## config.mk

```make
export PLATFORM = sky130hd
export DESIGN_NAME = pdm_record_ctrl
export DESIGN_NICKNAME = d
export VERILOG_FILES = /design/src/rtl/pdm_rec_pkg.sv /design/src/rtl/pdm_clk_div.sv /design/src/rtl/pdm_record_ctrl.sv
export SDC_FILE = /design/constraint.sdc
export NUM_CORES = 1
export LEC_CHECK = 0
export CAP_MARGIN = 0
export CORE_MARGIN = 2
export CORE_UTILIZATION = 34
export DETAILED_ROUTE_END_ITERATION = 7
export GPL_TIMING_DRIVEN = 0
export PLACE_DENSITY_LB_ADDON = 0.3
export SYNTH_ARGS = -nofsm -noshare
export SYNTH_HDL_FRONTEND = slang
export SYNTH_SLANG_ARGS = --single-unit
export TNS_END_PERCENT = 1
```

## constraint.sdc

```tcl
create_clock -name clock_i -period 3.37 [get_ports clock_i]
set_input_delay 0.5055 -clock clock_i [delete_from_list [all_inputs] [get_ports clock_i]]
set_output_delay 0.5055 -clock clock_i [all_outputs]
set_load 0.02 [all_outputs]
```

## src/rtl/pdm_rec_pkg.sv

```systemverilog
// pdm_rec_pkg
// Shared definitions for the PDM record/playback controller: controller
// state encoding (also the encoding seen on state_o), sample width and
// the default microphone clock divider.
package pdm_rec_pkg;

    typedef enum logic [1:0] {
        ST_IDLE   = 2'd0,
        ST_RECORD = 2'd1,
        ST_PLAY   = 2'd2
    } state_t;

    localparam int SAMPLE_W    = 16;
    localparam int CLK_DIV_DEF = 50;

endpackage

```

## src/rtl/pdm_clk_div.sv

```systemverilog
// pdm_clk_div
// Generates the PDM microphone clock from the system clock while enabled.
// The counter runs 0..CLK_DIV-1 and the clock toggles on the terminal count,
// so one microphone clock period is 2*CLK_DIV system cycles.
// Ports:
//   clk, rst_n - system clock, asynchronous active-low reset
//   enable     - run the divider; when low, counter/strobe/rise held at 0
//   strobe     - divided clock (pdm_clk)
//   rise       - high for the single cycle in which strobe is newly 1
module pdm_clk_div
    import pdm_rec_pkg::*;
#(
    parameter int CLK_DIV = CLK_DIV_DEF
) (
    input  logic clk,
    input  logic rst_n,
    input  logic enable,
    output logic strobe,
    output logic rise
);

    localparam int CW = $clog2(CLK_DIV);

    logic [CW-1:0] cnt;

    always_ff @(posedge clk or negedge rst_n) begin
        if (!rst_n) begin
            cnt    <= '0;
            strobe <= 1'b0;
            rise   <= 1'b0;
        end else if (!enable) begin
            cnt    <= '0;
            strobe <= 1'b0;
            rise   <= 1'b0;
        end else if (cnt == CW'(CLK_DIV - 1)) begin
            cnt    <= '0;
            strobe <= ~strobe;
            // registered with the toggle so rise lines up with the 0->1 edge
            rise   <= ~strobe;
        end else begin
            cnt    <= cnt + CW'(1);
            rise   <= 1'b0;
        end
    end

endmodule

```

## src/rtl/pdm_record_ctrl.sv

```systemverilog
// pdm_record_ctrl
// Records 16-bit words from a PDM deserializer into a sample memory and
// plays them back at a fixed sample rate.
// Ports:
//   clock_i, reset_ni           - clock, asynchronous active-low reset
//   record_i, play_i, stop_i    - command pulses (stop > record > play)
//   pdm_clk_o, pdm_lrsel_o      - microphone clock and channel select (0)
//   des_enable_o                - deserializer strobe on pdm_clk_o rise
//   des_done_i, des_data_i      - deserializer word-done and word
//   mem_we_o, mem_addr_o,
//   mem_wdata_o, mem_rdata_i    - sample memory (read latency 1 cycle)
//   sample_o, sample_valid_o    - playback sample and strobe
//   state_o, full_o             - controller state, memory filled
// Build option: PDM_LOOP_EN makes playback loop until stop_i instead of
// returning to IDLE after the last recorded word.
//
// state     | meaning
// ST_IDLE   | waiting for record_i / play_i
// ST_RECORD | divider running, deserialized words written to memory
// ST_PLAY   | reading one word every 32*CLK_DIV cycles
module pdm_record_ctrl
    import pdm_rec_pkg::*;
#(
    parameter int CLK_DIV = CLK_DIV_DEF,
    parameter int ADDR_W  = 10
) (
    input  logic                clock_i,
    input  logic                reset_ni,
    input  logic                record_i,
    input  logic                play_i,
    input  logic                stop_i,
    output logic                pdm_clk_o,
    output logic                pdm_lrsel_o,
    output logic                des_enable_o,
    input  logic                des_done_i,
    input  logic [SAMPLE_W-1:0] des_data_i,
    output logic                mem_we_o,
    output logic [ADDR_W-1:0]   mem_addr_o,
    output logic [SAMPLE_W-1:0] mem_wdata_o,
    input  logic [SAMPLE_W-1:0] mem_rdata_i,
    output logic [SAMPLE_W-1:0] sample_o,
    output logic                sample_valid_o,
    output logic [1:0]          state_o,
    output logic                full_o
);

    localparam int DEPTH = 2 ** ADDR_W;
    localparam int TICK  = 32 * CLK_DIV;
    localparam int TW    = $clog2(TICK + 1);

    state_t              state, state_nx;
    logic [ADDR_W-1:0]   waddr, waddr_nx;
    logic [ADDR_W-1:0]   raddr, raddr_nx;
    logic [ADDR_W:0]     rec_len, rec_len_nx;
    logic                full, full_nx;
    logic [TW-1:0]       tcnt, tcnt_nx;
    logic                rd_pend, rd_pend_nx;
    logic                last_rd, last_rd_nx;
    logic [SAMPLE_W-1:0] sample_q, sample_nx;
    logic                at_end;

    pdm_clk_div #(.CLK_DIV(CLK_DIV)) u_clk_div (
        .clk    (clock_i),
        .rst_n  (reset_ni),
        .enable (state == ST_RECORD),
        .strobe (pdm_clk_o),
        .rise   (des_enable_o)
    );

    always_ff @(posedge clock_i or negedge reset_ni) begin
        if (!reset_ni) begin
            state    <= ST_IDLE;
            waddr    <= '0;
            raddr    <= '0;
            rec_len  <= '0;
            full     <= 1'b0;
            tcnt     <= '0;
            rd_pend  <= 1'b0;
            last_rd  <= 1'b0;
            sample_q <= '0;
        end else begin
            state    <= state_nx;
            waddr    <= waddr_nx;
            raddr    <= raddr_nx;
            rec_len  <= rec_len_nx;
            full     <= full_nx;
            tcnt     <= tcnt_nx;
            rd_pend  <= rd_pend_nx;
            last_rd  <= last_rd_nx;
            sample_q <= sample_nx;
        end
    end

    assign at_end = ({1'b0, raddr} == rec_len - (ADDR_W + 1)'(1));

    always_comb begin
        state_nx    = state;
        waddr_nx    = waddr;
        raddr_nx    = raddr;
        rec_len_nx  = rec_len;
        full_nx     = full;
        tcnt_nx     = tcnt;
        rd_pend_nx  = 1'b0;
        last_rd_nx  = last_rd;
        sample_nx   = sample_q;
        mem_we_o    = 1'b0;
        mem_addr_o  = '0;
        mem_wdata_o = '0;
        case (state)
            ST_IDLE: begin
                if (!stop_i) begin
                    if (record_i) begin
                        state_nx   = ST_RECORD;
                        waddr_nx   = '0;
                        full_nx    = 1'b0;
                        rec_len_nx = '0;
                    end else if (play_i && rec_len != '0) begin
                        state_nx = ST_PLAY;
                        raddr_nx = '0;
                        tcnt_nx  = TW'(TICK);
                    end
                end
            end
            ST_RECORD: begin
                mem_addr_o = waddr;
                if (stop_i) begin
                    // waddr equals the number of words written so far
                    state_nx   = ST_IDLE;
                    rec_len_nx = {1'b0, waddr};
                end else if (des_done_i) begin
                    mem_we_o    = 1'b1;
                    mem_wdata_o = des_data_i;
                    if (&waddr) begin
                        full_nx    = 1'b1;
                        rec_len_nx = (ADDR_W + 1)'(DEPTH);
                        state_nx   = ST_IDLE;
                    end else begin
                        waddr_nx = waddr + ADDR_W'(1);
                    end
                end
            end
            ST_PLAY: begin
                mem_addr_o = raddr;
                if (rd_pend) begin
                    sample_nx = mem_rdata_i;
                end
                if (stop_i) begin
                    state_nx = ST_IDLE;
                end else begin
`ifndef PDM_LOOP_EN
                    if (rd_pend && last_rd) begin
                        state_nx = ST_IDLE;
                    end
`endif
                    if (tcnt == '0) begin
                        tcnt_nx    = TW'(TICK - 1);
                        rd_pend_nx = 1'b1;
                        last_rd_nx = at_end;
`ifdef PDM_LOOP_EN
                        raddr_nx   = at_end ? '0 : raddr + ADDR_W'(1);
`else
                        raddr_nx   = raddr + ADDR_W'(1);
`endif
                    end else begin
                        tcnt_nx = tcnt - TW'(1);
                    end
                end
            end
            default: state_nx = ST_IDLE;
        endcase
    end

    // Read data arrives the cycle after the tick; it is shown directly and
    // captured so sample_o holds between strobes.
    assign sample_o       = rd_pend ? mem_rdata_i : sample_q;
    assign sample_valid_o = rd_pend;
    assign state_o        = state;
    assign full_o         = full;
    assign pdm_lrsel_o    = 1'b0;

endmodule

```

# Word level (Yosys, flattened, before mapping)
# Index checks and enable logic that the tools add are counted.
# classes
add_sub_neg	5
eq_ne	19
n_mux	56
n_bitwise	2
n_reduce_logical	15
# ops
op	count
11-bit 2-to-1 mux	10
10-bit 2-to-1 mux	10
16-bit 2-to-1 mux	4
10-bit one-hot mux with 2 select lines	3
11-bit one-hot mux with 2 select lines	2
2-bit != test (second input constant)	11
11-bit by 1-bit subtractor with 11-bit output (second input constant)	2
10-bit by 1-bit adder with 10-bit output (second input constant)	2
6-bit AND reduction	3
2-bit 2-to-1 mux	8
1-bit 2-to-1 mux	15
5-bit AND reduction	3
6-bit 2-to-1 mux	2
3-bit != test (second input constant)	4
10-bit by 11-bit == test with 1-bit output	1
11-bit logical NOT	1
11-bit nonzero test	1
10-bit AND reduction	1
6-bit by 1-bit adder with 6-bit output (second input constant)	1
6-bit == test (second input constant)	1
2-bit one-hot mux with 3 select lines	1
2-bit nonzero test	2
3-bit AND reduction	1
2-bit by 1-bit == test with 1-bit output (second input constant)	1
5 further kinds	7
# word_totals
ff_bits	71
in_bits	38
out_inout_bits	50
word_cells	109

# Longest topological paths before layout
# depth
depth_word	6
mapped_depth	9
ltp_nobuf	7

# By module
# From an unflattened synthesis, not the netlist that was laid out.
# unflattened
hier_cells	449
area_unflattened_um2	4295.4
# by_module_without_submodules
module	instances	cells_each	area_each_um2	seq_area_each_um2
pdm_record_ctrl	1	417	3911.3	1576.5
pdm_clk_div	1	32	384.1	200.2

# Worst setup path before layout
# OpenSTA, ideal clock, no wires.
# synth_timing
path_type	register -> output
start	register state[1], in the netlist state_o[1]
end	output port mem_wdata_o[10]
t_arrival_ns	2.134
required_time_ns	2.864
slack_ns	0.731
path_stages_with_launch	8
n_path_buf	2
cell_sequence	dfrtp_1 -> inv_1 -> ha_1 -> buf_2 -> clkinv_1 -> nor3b_1 -> clkbuf_1 -> and2_1
# synth_between
elab_chain_len	2
# synth_lines
element	line_no	text
start: declaration	pdm_record_ctrl.sv:51	state_t state, state_nx;
start signal: assignment	pdm_record_ctrl.sv:82	state <= state_nx;
2-bit by 1-bit == test with 1-bit output	pdm_record_ctrl.sv:109	case (state)
16-bit 2-to-1 mux	pdm_record_ctrl.sv:109	
end: declaration	pdm_record_ctrl.sv:39	output logic [SAMPLE_W-1:0] mem_wdata_o,
# No other way between the ends.

# Worst setup path in the final report
# layout_timing
start	register state[0], in the netlist state_o[0]
end	output port mem_addr_o[5]
# layout_between
elab_chain_len	2
elab_cells_between_ends	3
cone_classes	eq/ne (2); mux (1)
# layout_lines
element	line_no	text
2-bit == test or 2-bit by 1-bit == test with 1-bit output (tied branches)	pdm_record_ctrl.sv:109	
10-bit one-hot mux with 2 select lines (*)	pdm_record_ctrl.sv:109	
end: declaration	pdm_record_ctrl.sv:38	output logic [ADDR_W-1:0] mem_addr_o,
# Mark *: on every way between the ends. The rest lies on a longest branch, timed or not.

==> flow_summary.toml <==
[outcome]
status = "completed"

[synthesis]
yosysTopAreaCell = "dfrtp_1"
synth_cell_types = 64
syn-instance-count = 501
ys_warn_count = 0
syn_area_per_cell_um2 = 8.65
ys_ff_latch = 71
synth-edff-count = 0
yosysMostFrequentCell = "nor2_1"
ys.flop_type = "dfrtp_1"
synth_nets = 549
synthArstFlopShare = 1.00
synth_seq_area_share = 0.410
syn_area_mm2 = 0.00433
synthTopCellsByArea = "dfrtp_1 41%, nor2_1 6.5%, nand2_1 5.0%"
synth_common_cells = "75 x nor2_1, 71 x dfrtp_1, 58 x nand2_1"
synth_top_area_frac = 0.410

[cts]
cts_tree = "yes"
clock_sinks = 71
post_cts_buffers = 0
ctsHoldBuffers = 0
htreeDepth = 3
clk_pin_slew_worst_paths_ns = 0.05
numCtsBuffers = 9
clk_latency_ns = 0.33
cts_root_buffer = "clkbuf_16"
cts.path.max_buffers = 2

[sta]
period_needed_ns = 3.18
clock.fmax_mhz = 315
period_share = 0.943
finalClockSkew_ns = 0.00535
worstMarginPinSlew_ns = 1.24
hold_violations = 0
rsz0062_at_grt = "false"
setup_viol = 0
timing.hold.ws_ns = 0.0777
drv_slew = 0
relSlewSlack = 0.168
setup_ws_ns = 0.193

[floorplan]
die_area_mm2 = 0.0137
initial_utilization = 0.346
core_region_area_mm2 = 0.0125
die_w_um = 117
rows = 41
dieHeight_um = 117
pin_count = 88

[finish]
final_util = 0.457
n_antenna_cell = 0
layout-drive-gt1-share = 0.0865
nets = 647
postLayoutCellArea_mm2 = 0.00573
areaGrowthSynthToFinish_pct = 32.1

[pwr]
switching_share = 0.391
p_clk_frac = 0.227
p_total_mw = 3.85
power.internal_mw = 2.35
peakVddDrop_uv = 248
power.density_mw_per_mm2 = 672
seqPwrFrac = 0.326
power_leakage_nw = 2.27
switching_power_mw = 1.50
power_frac_comb = 0.447

[worst_setup_path]
startpoint = "state_o[0]$_DFFE_PN0P_"
criticalPathCategory = "reg -> out"
critPathArrivalTime_ns = 2.67
end_kind = "primary output"
crit_required_ns = 2.86
crit_path_start_kind = "flop"
reg2reg_from = "state_o[0]$_DFFE_PN0P_"
cp_max_fo = 10

[global_route]
grt.total_usage = 0.179
met1_usage = 0.228
grt_max_degree = 49
grtUsageMet3 = 0.0479
grt_antenna_before_repair = 0
use_met2 = 0.301
grt_pass1_vias = 3980
grt_overflow = 0
grt.busiest_layer = "met2"
grt_pass1_wl_mm = 19.1

[route]
first_pass_iters = 4
ant_nets = 0
drt_iter0_drc = 175
routed_via_density = 5.09
vias = 3937
routed_wirelength_mm = 11.4
drc = 0
wl_per_cell_um = 14.8

[placement]
hpwl_mm = 8.49
port_buffers = 86
place_ws_ns = -0.0442
gp_congestion = 0.778
dpl_cell_area_mm2 = 0.00544

[job]
cap_violations = 0

[hold_path]
hp-class = "in -> async"
-- power groups by stage --
stage | clock, mW | sequential, mW | combinational (mW)
3_5_place_dp | 0 | 1.27 | 1.71
6_report | 0.873 | 1.25 | 1.72
3_3_place_gp | 0 | 1.26 | 1.67
2_1_floorplan | 0 | 1.22 | 1.18
5_1_grt | 0.928 | 1.29 | 1.92
4_1_cts | 0.893 | 1.25 | 1.73
-- worst paths after layout --
check | endpoint | slack (ns) | depth (start not counted)
min | sample_q[4]$_DFFE_PN0P_ | 0.08 | 1
max in group asynchronous | waddr[5]$_DFFE_PN0P_ | 2.76 | 2
min reg2reg | u_clk_div.rise$_DFF_PN0_ | 0.49 | 1
min in group clock_i | u_clk_div.rise$_DFF_PN0_ | 0.49 | 1
max | mem_addr_o[5] | 0.19 | 7
max reg2reg | waddr[4]$_DFFE_PN0P_ | 0.97 | 8
-- registers in the layout, indices dropped and copies added (netlist names) --
name / count
waddr: 10
rec_len: 11
last_rd: 1
u_clk_div.rise: 1
tcnt: 11
u_clk_div.strobe: 1
raddr: 10
full_o: 1
state_o: 2
sample_q: 16
sample_valid_o: 1
u_clk_div.cnt: 6
-- critical path, cell delays in order (launching register included) --
cell and delay, ns:
dfrtp_1 0.41, inv_1 0.12, ha_1 0.24, clkbuf_2 0.27
clkbuf_2 0.28, nand2_1 0.14, a21boi_0 0.23, clkdlybuf4s50_1 0.65
-- routing by layer --
metal	wire length, µm	vias to the layer above
met5	0	-
met4	130	0
met3	793	9
met2	5440	125
met1	5050	1862
li1	-	1941
-- cell usage in the layout (no fill, tap or decap), types with 14 or more instances in the layout --
cell type         n
clkbuf_1         14
nand3_1          15
clkdlybuf4s50_1  84
and2_1           20
a21oi_1          16
mux2_2           16
dfrtp_1          71
nor3_1           19
nor2_1           75
nand2_1          58
o21ai_0          22
-- cells by family after synthesis --
logic type / share of synthesized area
xor+xnor: 0.0505
fa+ha+maj: 0.0289
buf+inv: 0.0424
simple gates: 0.273
compound gates: 0.146
flops: 0.410
mux: 0.0485
other cells: 0.000865
-- timing repair --
item | 4_1_cts | 5_1_grt
hold endpoints to repair | 0 | 0
setup endpoints to repair | 15 | 10
gates resized for setup | 5 | 3
-- area by class of cell --
cell class,count,area [µm²]
clock inverters,1,5.00
plain buffers,28,135
clock buffers,12,267
well taps,172,215
flip-flops and latches,71,1780
repair buffers,87,888
multi-input cells,388,2380
fillers,1259,6790
inverters,14,53.8
-- through the flow --
step,std cells,TNS (ns)
2_1_floorplan,501,0
3_3_place_gp,759,-49.54
3_5_place_dp,760,-0.237
4_1_cts,773,0
5_1_grt,773,0
6_report,773,0
Power figures use the tool's default switching activity.
